--- src/rtl/rf_seq_pkg.sv ---
// Shared types and instruction field layout for the register-file sequencer.
package rf_seq_pkg;

  localparam int unsigned INSTR_W = 12;
  localparam int unsigned OPC_LSB = 9;
  localparam int unsigned WA_LSB  = 6;
  localparam int unsigned AD1_LSB = 3;
  localparam int unsigned AD2_LSB = 0;
  localparam int unsigned IMM_LSB = 0;

  typedef enum logic [2:0] {
    OP_NOP = 3'b000,
    OP_LDI = 3'b001,
    OP_ADD = 3'b010,
    OP_SUB = 3'b011,
    OP_AND = 3'b100,
    OP_OR  = 3'b101,
    OP_XOR = 3'b110,
    OP_MOV = 3'b111
  } opcode_e;

  typedef enum logic [2:0] {
    S_IDLE,
    S_READ,
    S_EXEC,
    S_WRITE,
    S_DONE
  } state_e;

endpackage

--- src/rtl/rf_alu.sv ---
// Combinational ALU: 4-bit wrap arithmetic/logic with carry (borrow on SUB) and zero.
module rf_alu
  import rf_seq_pkg::*;
#(
  parameter int unsigned DATA_W = 4
) (
  input  opcode_e           op,
  input  logic [DATA_W-1:0] a,
  input  logic [DATA_W-1:0] b,
  output logic [DATA_W-1:0] result,
  output logic              carry,
  output logic              zero
);

  logic [DATA_W:0] sum;
  logic [DATA_W:0] diff;

  assign sum  = {1'b0, a} + {1'b0, b};
  // The extra top bit of the difference is the unsigned borrow.
  assign diff = {1'b0, a} - {1'b0, b};

  always_comb begin
    result = '0;
    carry  = 1'b0;
    case (op)
      OP_ADD: begin
        result = sum[DATA_W-1:0];
        carry  = sum[DATA_W];
      end
      OP_SUB: begin
        result = diff[DATA_W-1:0];
        carry  = diff[DATA_W];
      end
      OP_AND:  result = a & b;
      OP_OR:   result = a | b;
      OP_XOR:  result = a ^ b;
      OP_MOV:  result = a;
      default: result = '0;
    endcase
  end

  assign zero = (result == '0);

endmodule

--- src/rtl/rf_sequencer.sv ---
// Multi-cycle sequencer driving the 8x4 register file, with manual-record arbitration.
module rf_sequencer
  import rf_seq_pkg::*;
#(
  parameter int unsigned DATA_W = 4,
  parameter int unsigned ADDR_W = 3,
  parameter int unsigned OPC_W  = 3
) (
  input  logic                      clk,
  input  logic                      rst,
  input  logic                      instr_valid,
  output logic                      instr_ready,
  input  logic [OPC_W+3*ADDR_W-1:0] instr,
  input  logic                      rec_req,
  output logic                      record,
  output logic [ADDR_W-1:0]         RF_ad1,
  output logic [ADDR_W-1:0]         RF_ad2,
  output logic [ADDR_W-1:0]         RF_wa,
  output logic                      RF_we,
  output logic [DATA_W-1:0]         RF_wd,
  input  logic [DATA_W-1:0]         RF_d1,
  input  logic [DATA_W-1:0]         RF_d2,
  output logic                      busy,
  output logic                      done,
  output logic                      zero_flag,
  output logic                      carry_flag
);

  localparam int unsigned IW = OPC_W + 3*ADDR_W;

  state_e            state_q, state_d;
  logic [IW-1:0]     instr_q, instr_d;
  logic [DATA_W-1:0] result_q, result_d;
  logic              zero_q, zero_d;
  logic              carry_q, carry_d;
  logic              pend_q, pend_d;
  logic              rec_prev_q;
  logic              rec_rise;

  opcode_e           op_q;
  opcode_e           op_in;
  logic [DATA_W-1:0] alu_res;
  logic              alu_carry;
  logic              alu_zero;

  assign op_q     = opcode_e'(instr_q[OPC_LSB +: OPC_W]);
  assign op_in    = opcode_e'(instr[OPC_LSB +: OPC_W]);
  assign rec_rise = rec_req & ~rec_prev_q;

  rf_alu #(.DATA_W(DATA_W)) u_alu (
    .op     (op_q),
    .a      (RF_d1),
    .b      (RF_d2),
    .result (alu_res),
    .carry  (alu_carry),
    .zero   (alu_zero)
  );

  always_comb begin
    state_d     = state_q;
    instr_d     = instr_q;
    result_d    = result_q;
    zero_d      = zero_q;
    carry_d     = carry_q;
    pend_d      = pend_q | rec_rise;
    record      = 1'b0;
    instr_ready = 1'b0;
    RF_we       = 1'b0;
    done        = 1'b0;
    case (state_q)
      S_IDLE: begin
        // A pending manual record owns this idle cycle ahead of any instruction.
        if (pend_q) begin
          record = 1'b1;
          pend_d = rec_rise;
        end else begin
          instr_ready = 1'b1;
          if (instr_valid) begin
            instr_d = instr;
            case (op_in)
              OP_NOP:  state_d = S_DONE;
              OP_LDI:  state_d = S_WRITE;
              default: state_d = S_READ;
            endcase
          end
        end
      end
      S_READ:  state_d = S_EXEC;
      S_EXEC: begin
        result_d = alu_res;
        if (op_q inside {OP_ADD, OP_SUB, OP_AND, OP_OR, OP_XOR}) begin
          zero_d  = alu_zero;
          carry_d = alu_carry;
        end
        state_d = S_WRITE;
      end
      S_WRITE: begin
        RF_we   = 1'b1;
        state_d = S_DONE;
      end
      S_DONE: begin
        done    = 1'b1;
        state_d = S_IDLE;
      end
      default: state_d = S_IDLE;
    endcase
  end

  always_ff @(posedge clk) begin
    if (rst) begin
      state_q    <= S_IDLE;
      instr_q    <= '0;
      result_q   <= '0;
      zero_q     <= 1'b0;
      carry_q    <= 1'b0;
      pend_q     <= 1'b0;
      rec_prev_q <= 1'b0;
    end else begin
      state_q    <= state_d;
      instr_q    <= instr_d;
      result_q   <= result_d;
      zero_q     <= zero_d;
      carry_q    <= carry_d;
      pend_q     <= pend_d;
      rec_prev_q <= rec_req;
    end
  end

  assign RF_ad1     = instr_q[AD1_LSB +: ADDR_W];
  assign RF_ad2     = instr_q[AD2_LSB +: ADDR_W];
  assign RF_wa      = instr_q[WA_LSB +: ADDR_W];
  assign RF_wd      = (state_q == S_WRITE && op_q == OP_LDI) ? instr_q[IMM_LSB +: DATA_W] : result_q;
  assign busy       = (state_q != S_IDLE);
  assign zero_flag  = zero_q;
  assign carry_flag = carry_q;

endmodule

--- config.mk ---
export PLATFORM = sky130hd
export DESIGN_NAME = rf_sequencer
export DESIGN_NICKNAME = d
export VERILOG_FILES = /design/src/rtl/rf_seq_pkg.sv /design/src/rtl/rf_alu.sv /design/src/rtl/rf_sequencer.sv
export SDC_FILE = /design/constraint.sdc
export NUM_CORES = 1
export LEC_CHECK = 0
export CORE_AREA = 2 2 59 61
export DETAILED_ROUTE_END_ITERATION = 10
export DIE_AREA = 0 0 61 63
export PLACE_DENSITY = 0.82
export SETUP_SLACK_MARGIN = 0.02
export SLEW_MARGIN = 20
export SYNTH_ARGS = -nofsm -noshare
export SYNTH_HDL_FRONTEND = slang
export SYNTH_SLANG_ARGS = --single-unit
--- constraint.sdc ---
create_clock -name clk -period 5.2 [get_ports clk]
set_input_delay 1.04 -clock clk [delete_from_list [all_inputs] [get_ports clk]]
set_output_delay 1.04 -clock clk [all_outputs]
set_load 0.05 [all_outputs]
==> results.yml, run 1 <==
logic_synthesis:
  synthSimpleGateAreaFrac: 0.199
  synth_top_area_share: 0.293
  yosysTopAreaCell: "dfxtp_1"
  synth_xor_area_frac: 0.00558
  yosysUniqueCellTypes: 40
  synth-seq-cells: 23
  synth_nets: 220
  muxShareOfSynthArea: 0.153
  yosysMostFrequentCell: "nor2_1"
  syn_area_mm2: 0.00157
  synth-async-reset-ratio: 0
  synth_edf_count: 0
  synth_ff_type: "dfxtp_1"
  yosys-top-cells-count: "nor2_1 (27), dfxtp_1 (23), inv_1 (15), mux2i_1 (15), ha_1 (12)"
  ys_warn_count: 0
  syn_avg_cell_area_um2: 8.62
  netlist_instances: 182
  synth-seq-area-share: 0.293
  synthAdderAreaFrac: 0.121
  ys_top_cells_by_area: "dfxtp_1 (29%), ha_1 (9.6%), mux2i_1 (9.6%)"
  synth_top_family_by_area: "simple AND/OR/NAND/NOR gates"
  synth_compound_area_frac: 0.123
clock_network:
  root_buffer: "clkbuf_4"
  clock_path_buffers: 2
  cts_setup_buffers: 0
  clkTransAtPathRegs_ps: 120
  ctsHoldBuffers: 0
  cts_resized: 0
  numCtsBuffers: 3
  clock_latency_ps: 320
  h-tree-depth: 1
  cts_num_sinks: 23
  cts_tree: "yes"
placement:
  dp.cells: 254
  dp_hpwl_um: 2560
  place_ws_ps: 1670
  globalplace.congestion: 0.892
  io_buffers: 43
  place_area_mm2: 0.00195
outcome:
  status: "complete, no violations"
route:
  wl_um: 3200
  postRouteAntennaNets: 0
  vias_per_cell: 5.23
  num_vias: 1350
  drtIter0Drc: 58
  wl_per_cell_um: 12.4
  route.detailed.drc: 0
  firstDrtPassIters: 4
global_routing:
  antenna_found_initial: 0
  globalRouteTotalUtil: 0.183
  overflow: 0
  grt_pass1_vias: 1312
  grt_pass1_wl_um: 5410
  grt_max_degree: 23
setup_path:
  end_kind: "output pin"
  crit_path_top_delay_cell: "clkdlybuf4s50_1"
  crit_fanout: 18
  crit_chain: "nand3_1, mux2_2, clkdlybuf4s50_1"
  crit_type: "reg2out"
  startpoint_type: "register"
  cp.arrival_ps: 2480
  critPathMaxStageDelay_ps: 810
  worstPathRequired_ps: 4160
floorplanning:
  start_util: 0.485
  dieArea_mm2: 0.00384
  dieHeight_um: 63
  rows: 21
  core_mm2: 0.00323
  ioPinCount: 44
  die_width_um: 61
power:
  power_density_mw_per_mm2: 239
  irDropWorstVdd_v: 0.0000825
  leakage_nw: 0.839
timing:
  rsz0062_at_grt: "false"
  setup_tns_ps: 0
  tightest_slew_ps: 752
  period_needed_ps: 3520
  report.final.slew_viol_count: 0
  fin_skew_ps: 5.84
  fmax_ghz: 0.284
  hold_viol_final: 0
  post-route-period-util: 0.677
  setup_violations: 0
  slew-limit-headroom: 0.497
  fin_ws_ps: 1680
job:
  max_cap_viol_count: 0
cells_and_area:
  drive_above_1_share: 0.0802
  nets: 251
  num_antenna_cells: 0
  layout.cells.non_filler: 258
  design_area_mm2: 0.00198
  syn_to_final_growth_pct: 26.2
min_path:
  min_path_type: "reg2reg"
-- stage by stage --
step / power, W / hold WS, ps / util
3_5_place_dp: 0.000396 / 459 / 0.604
4_1_cts: 0.000480 / 483 / 0.613
5_1_grt: 0.000503 / 546 / 0.613
6_report: 0.000473 / 480 / 0.613
3_3_place_gp: 0.000392 / 459 / 0.604
2_1_floorplan: 0.000343 / 454 / -
-- cell type report --
type / count / area (um^2)
Fill cell: 294 / 1250
Multi-Input combinational cell: 126 / 945
Clock inverter: 1 / 5.00
Timing Repair Buffer: 43 / 430
Tap cell: 46 / 57.6
Sequential cell: 23 / 460
Clock buffer: 3 / 22.5
Inverter: 16 / 60.1
-- worst max-delay path, delay by kind of cell (launching register included) --
family / cells / cell delay (ps)
buffers and inverters: 1 / 810
DFF: 1 / 740
muxes: 1 / 310
and+or+nand+nor: 1 / 310
-- kinds of logic after synthesis --
| group | Yosys count |
|---|---|
| muxes | 22 |
| buffers and inverters | 33 |
| AOI/OAI and AO/OA | 28 |
| xor gates and xnor gates | 1 |
| DFF | 23 |
| and+or+nand+nor | 61 |
| adders and majority gates | 14 |
-- power by group --
part / switching [W] / total, W / internal [W]
Sequential: 0.0000179 / 0.000208 / 0.000190
Combinational: 0.000104 / 0.000182 / 0.0000786
Clock: 0.0000543 / 0.0000832 / 0.0000288
Total: 0.000176 / 0.000473 / 0.000298
-- final timing paths --
kind,start,endpoint,slack [ps],cells after the start
worst max-delay path,instr_q[9],RF_wd[3],1680,3
worst min-delay path,carry_flag,carry_flag,480,2
worst max register to register,instr_q[9],zero_flag,3110,5
worst min register to register,carry_flag,carry_flag,480,2
-- state kept, by name, indices dropped and copies added, names as in the netlist --
signal / cells
pend_q: 1
instr_q: 12
zero_flag: 1
result_q: 4
state_q: 3
rec_prev_q: 1
carry_flag: 1
-- per-layer routing --
layer  GRT usage  up-vias  routed length, um
li1            -      675                  -
met1       0.195      627               1300
met2       0.333       39               1670
met3      0.0228        9                134
met4      0.0978        0                 95
met5           0        -                  0
-- cell usage in the layout (no fill, tap or decap), types with 2 or more instances in the layout --
cell / synthesis / routed
nand3_1: 3 / 3
clkbuf_4: 0 / 3
ha_1: 12 / 12
o211ai_1: 2 / 2
a21oi_1: 8 / 8
dfxtp_1: 23 / 23
nor3b_1: 4 / 4
mux2i_1: 15 / 15
inv_1: 15 / 15
nand2_1: 8 / 8
nand2b_1: 4 / 4
o21ai_0: 5 / 5
fa_1: 2 / 2
mux2_2: 6 / 6
nand3b_1: 2 / 2
nor3_1: 3 / 3
nor2b_1: 5 / 5
a211oi_1: 2 / 2
clkdlybuf4s50_1: 0 / 43
nor2_1: 27 / 27
No activity file was read; power rests on OpenSTA's default activity.
==> inputs of run 2 (changes only) <==
CORE_AREA = 2 2 61 63   (was 2 2 59 61)
DIE_AREA = 0 0 63 65   (was 0 0 61 63)
PLACE_DENSITY = 0.77   (was 0.82)
clock period = 3.31 ns   (was 5.2 ns; I/O delays follow)
==> results.yml, run 2 (same netlist as run 1, synthesis figures left out) <==
setup_path:
  end_kind: "output pin"
  crit_type: "reg2out"
  cp.arrival_ps: 2420
  worstPathRequired_ps: 2650
  critPathMaxStageDelay_ps: 790
  startpoint_type: "register"
  crit_path_top_delay_cell: "clkdlybuf4s50_1"
  crit_chain: "nand2_1, nor2_1, nand3_1, mux2_2, clkdlybuf4s50_1"
  crit_fanout: 8
min_path:
  min_path_type: "reg2reg"
global_routing:
  grt_pass1_wl_um: 5150
  globalRouteTotalUtil: 0.158
  antenna_found_initial: 0
  grt_pass1_vias: 1207
  grt_max_degree: 18
  overflow: 0
placement:
  dp_hpwl_um: 2500
  globalplace.congestion: 0.832
  io_buffers: 43
power:
  fin_total_pwr_w: 0.000740
  p_int_w: 0.000470
  power_density_mw_per_mm2: 369
  p_seq_frac: 0.431
  combPwrFrac: 0.401
  leakage_nw: 0.855
  irDropWorstVdd_v: 0.000145
  p_sw_frac: 0.364
  p_switching_w: 0.000269
  clockPowerShare: 0.168
route:
  postRouteAntennaNets: 0
  route.detailed.drc: 0
  drtIter0Drc: 21
  vias_per_cell: 4.97
  wl_um: 3010
  wl_per_cell_um: 11.5
  dr_wl_met2_um: 1540
  top_layer_used: "met4"
  met1_length_um: 1310
  wl_met3_um: 134
  firstDrtPassIters: 4
  num_vias: 1307
cells_and_area:
  final_cell_mix: "clkdlybuf4s50_1 (43), nor2_1 (27), dfxtp_1 (23), inv_1 (15), mux2i_1 (15)"
  largest_register_ffs: 12
  regMostFlops: "instr_q"
  nets: 254
  num_antenna_cells: 0
  top_regs: "instr_q x12, result_q x4, state_q x3"
  final_common_cell: "clkdlybuf4s50_1"
  syn_to_final_growth_pct: 27.8
  drive_above_1_share: 0.0930
timing:
  rsz0062_at_grt: "false"
  setup_tns_ps: 0
  slew-limit-headroom: 0.565
  period_needed_ps: 3080
  report.final.slew_viol_count: 0
  post-route-period-util: 0.931
  tightest_slew_ps: 650
  fmax_ghz: 0.325
  setup_violations: 0
  fin_skew_ps: 5.75
  hold_viol_final: 0
floorplanning:
  core_mm2: 0.00350
  ioPinCount: 44
  dieHeight_um: 65
  start_util: 0.449
  rows: 22
  die_width_um: 63
  dieArea_mm2: 0.00410
outcome:
  status: "complete, no violations"
clock_network:
  numCtsBuffers: 3
  cts_tree: "yes"
  cts_setup_buffers: 0
  ctsHoldBuffers: 0
  cts_num_sinks: 23
  root_buffer: "clkbuf_4"
  clock_latency_ps: 310
  clock_path_buffers: 2
  cts_resized: 0
  clkTransAtPathRegs_ps: 120
  h-tree-depth: 1
job:
  max_cap_viol_count: 0
run 2: cell count changes in the layout (fill, tap and decap cells not counted):
cell | before | now
buf_4 | 0 | 3
run 2: path summary, 6_finish.rpt:
| path | start | to | slack (ps) | cells past startpoint |
|---|---|---|---|---|
| setup / recovery | state_q[0] | RF_wd[0] | 230 | 5 |
| hold / removal | carry_flag | carry_flag | 480 | 2 |
| setup reg to reg | instr_q[9] | zero_flag | 1400 | 6 |
| hold reg to reg | carry_flag | carry_flag | 480 | 2 |
run 2: area by class of cell:
cell class	count	area, um^2
Tap cell	48	60.1
Inverter	16	60.1
Fill cell	330	1490
Clock buffer	3	22.5
Multi-Input combinational cell	126	945
Timing Repair Buffer	46	453
Sequential cell	23	460
Clock inverter	1	5.00
run 2: worst max-delay path, delay by kind of cell (launching register included):
kind | cells | cell delay, ps
muxes | 1 | 280
buffers and inverters | 1 | 790
DFF | 1 | 530
and+or+nand+nor | 3 | 510
run 2: power groups by stage:
stage | registers, W | logic, W | clock network, W
after floorplan | 0.000316 | 0.000223 | 0
after global placement | 0.000324 | 0.000295 | 0
after detailed placement | 0.000325 | 0.000299 | 0
after CTS | 0.000319 | 0.000300 | 0.000130
after global routing | 0.000323 | 0.000323 | 0.000144
final | 0.000319 | 0.000297 | 0.000125
run 2: per-stage QoR:
step,utilization,setup slack (ps),hold slack (ps),cell area [um^2],cells
final,0.574,228,476,2010,263
after global routing,0.574,107,511,2010,263
after CTS,0.574,201,479,2010,263
after detailed placement,0.566,194,462,1980,259
after global placement,0.566,237,456,1980,259
after floorplan,-,503,454,1570,182
run 2: per-layer routing:
| metal | vias to the layer above | GRT usage |
|---|---|---|
| li1 | 684 | - |
| met1 | 592 | 0.172 |
| met3 | 4 | 0.0313 |
| met5 | - | 0 |
| met4 | 0 | 0.0583 |
| met2 | 27 | 0.301 |
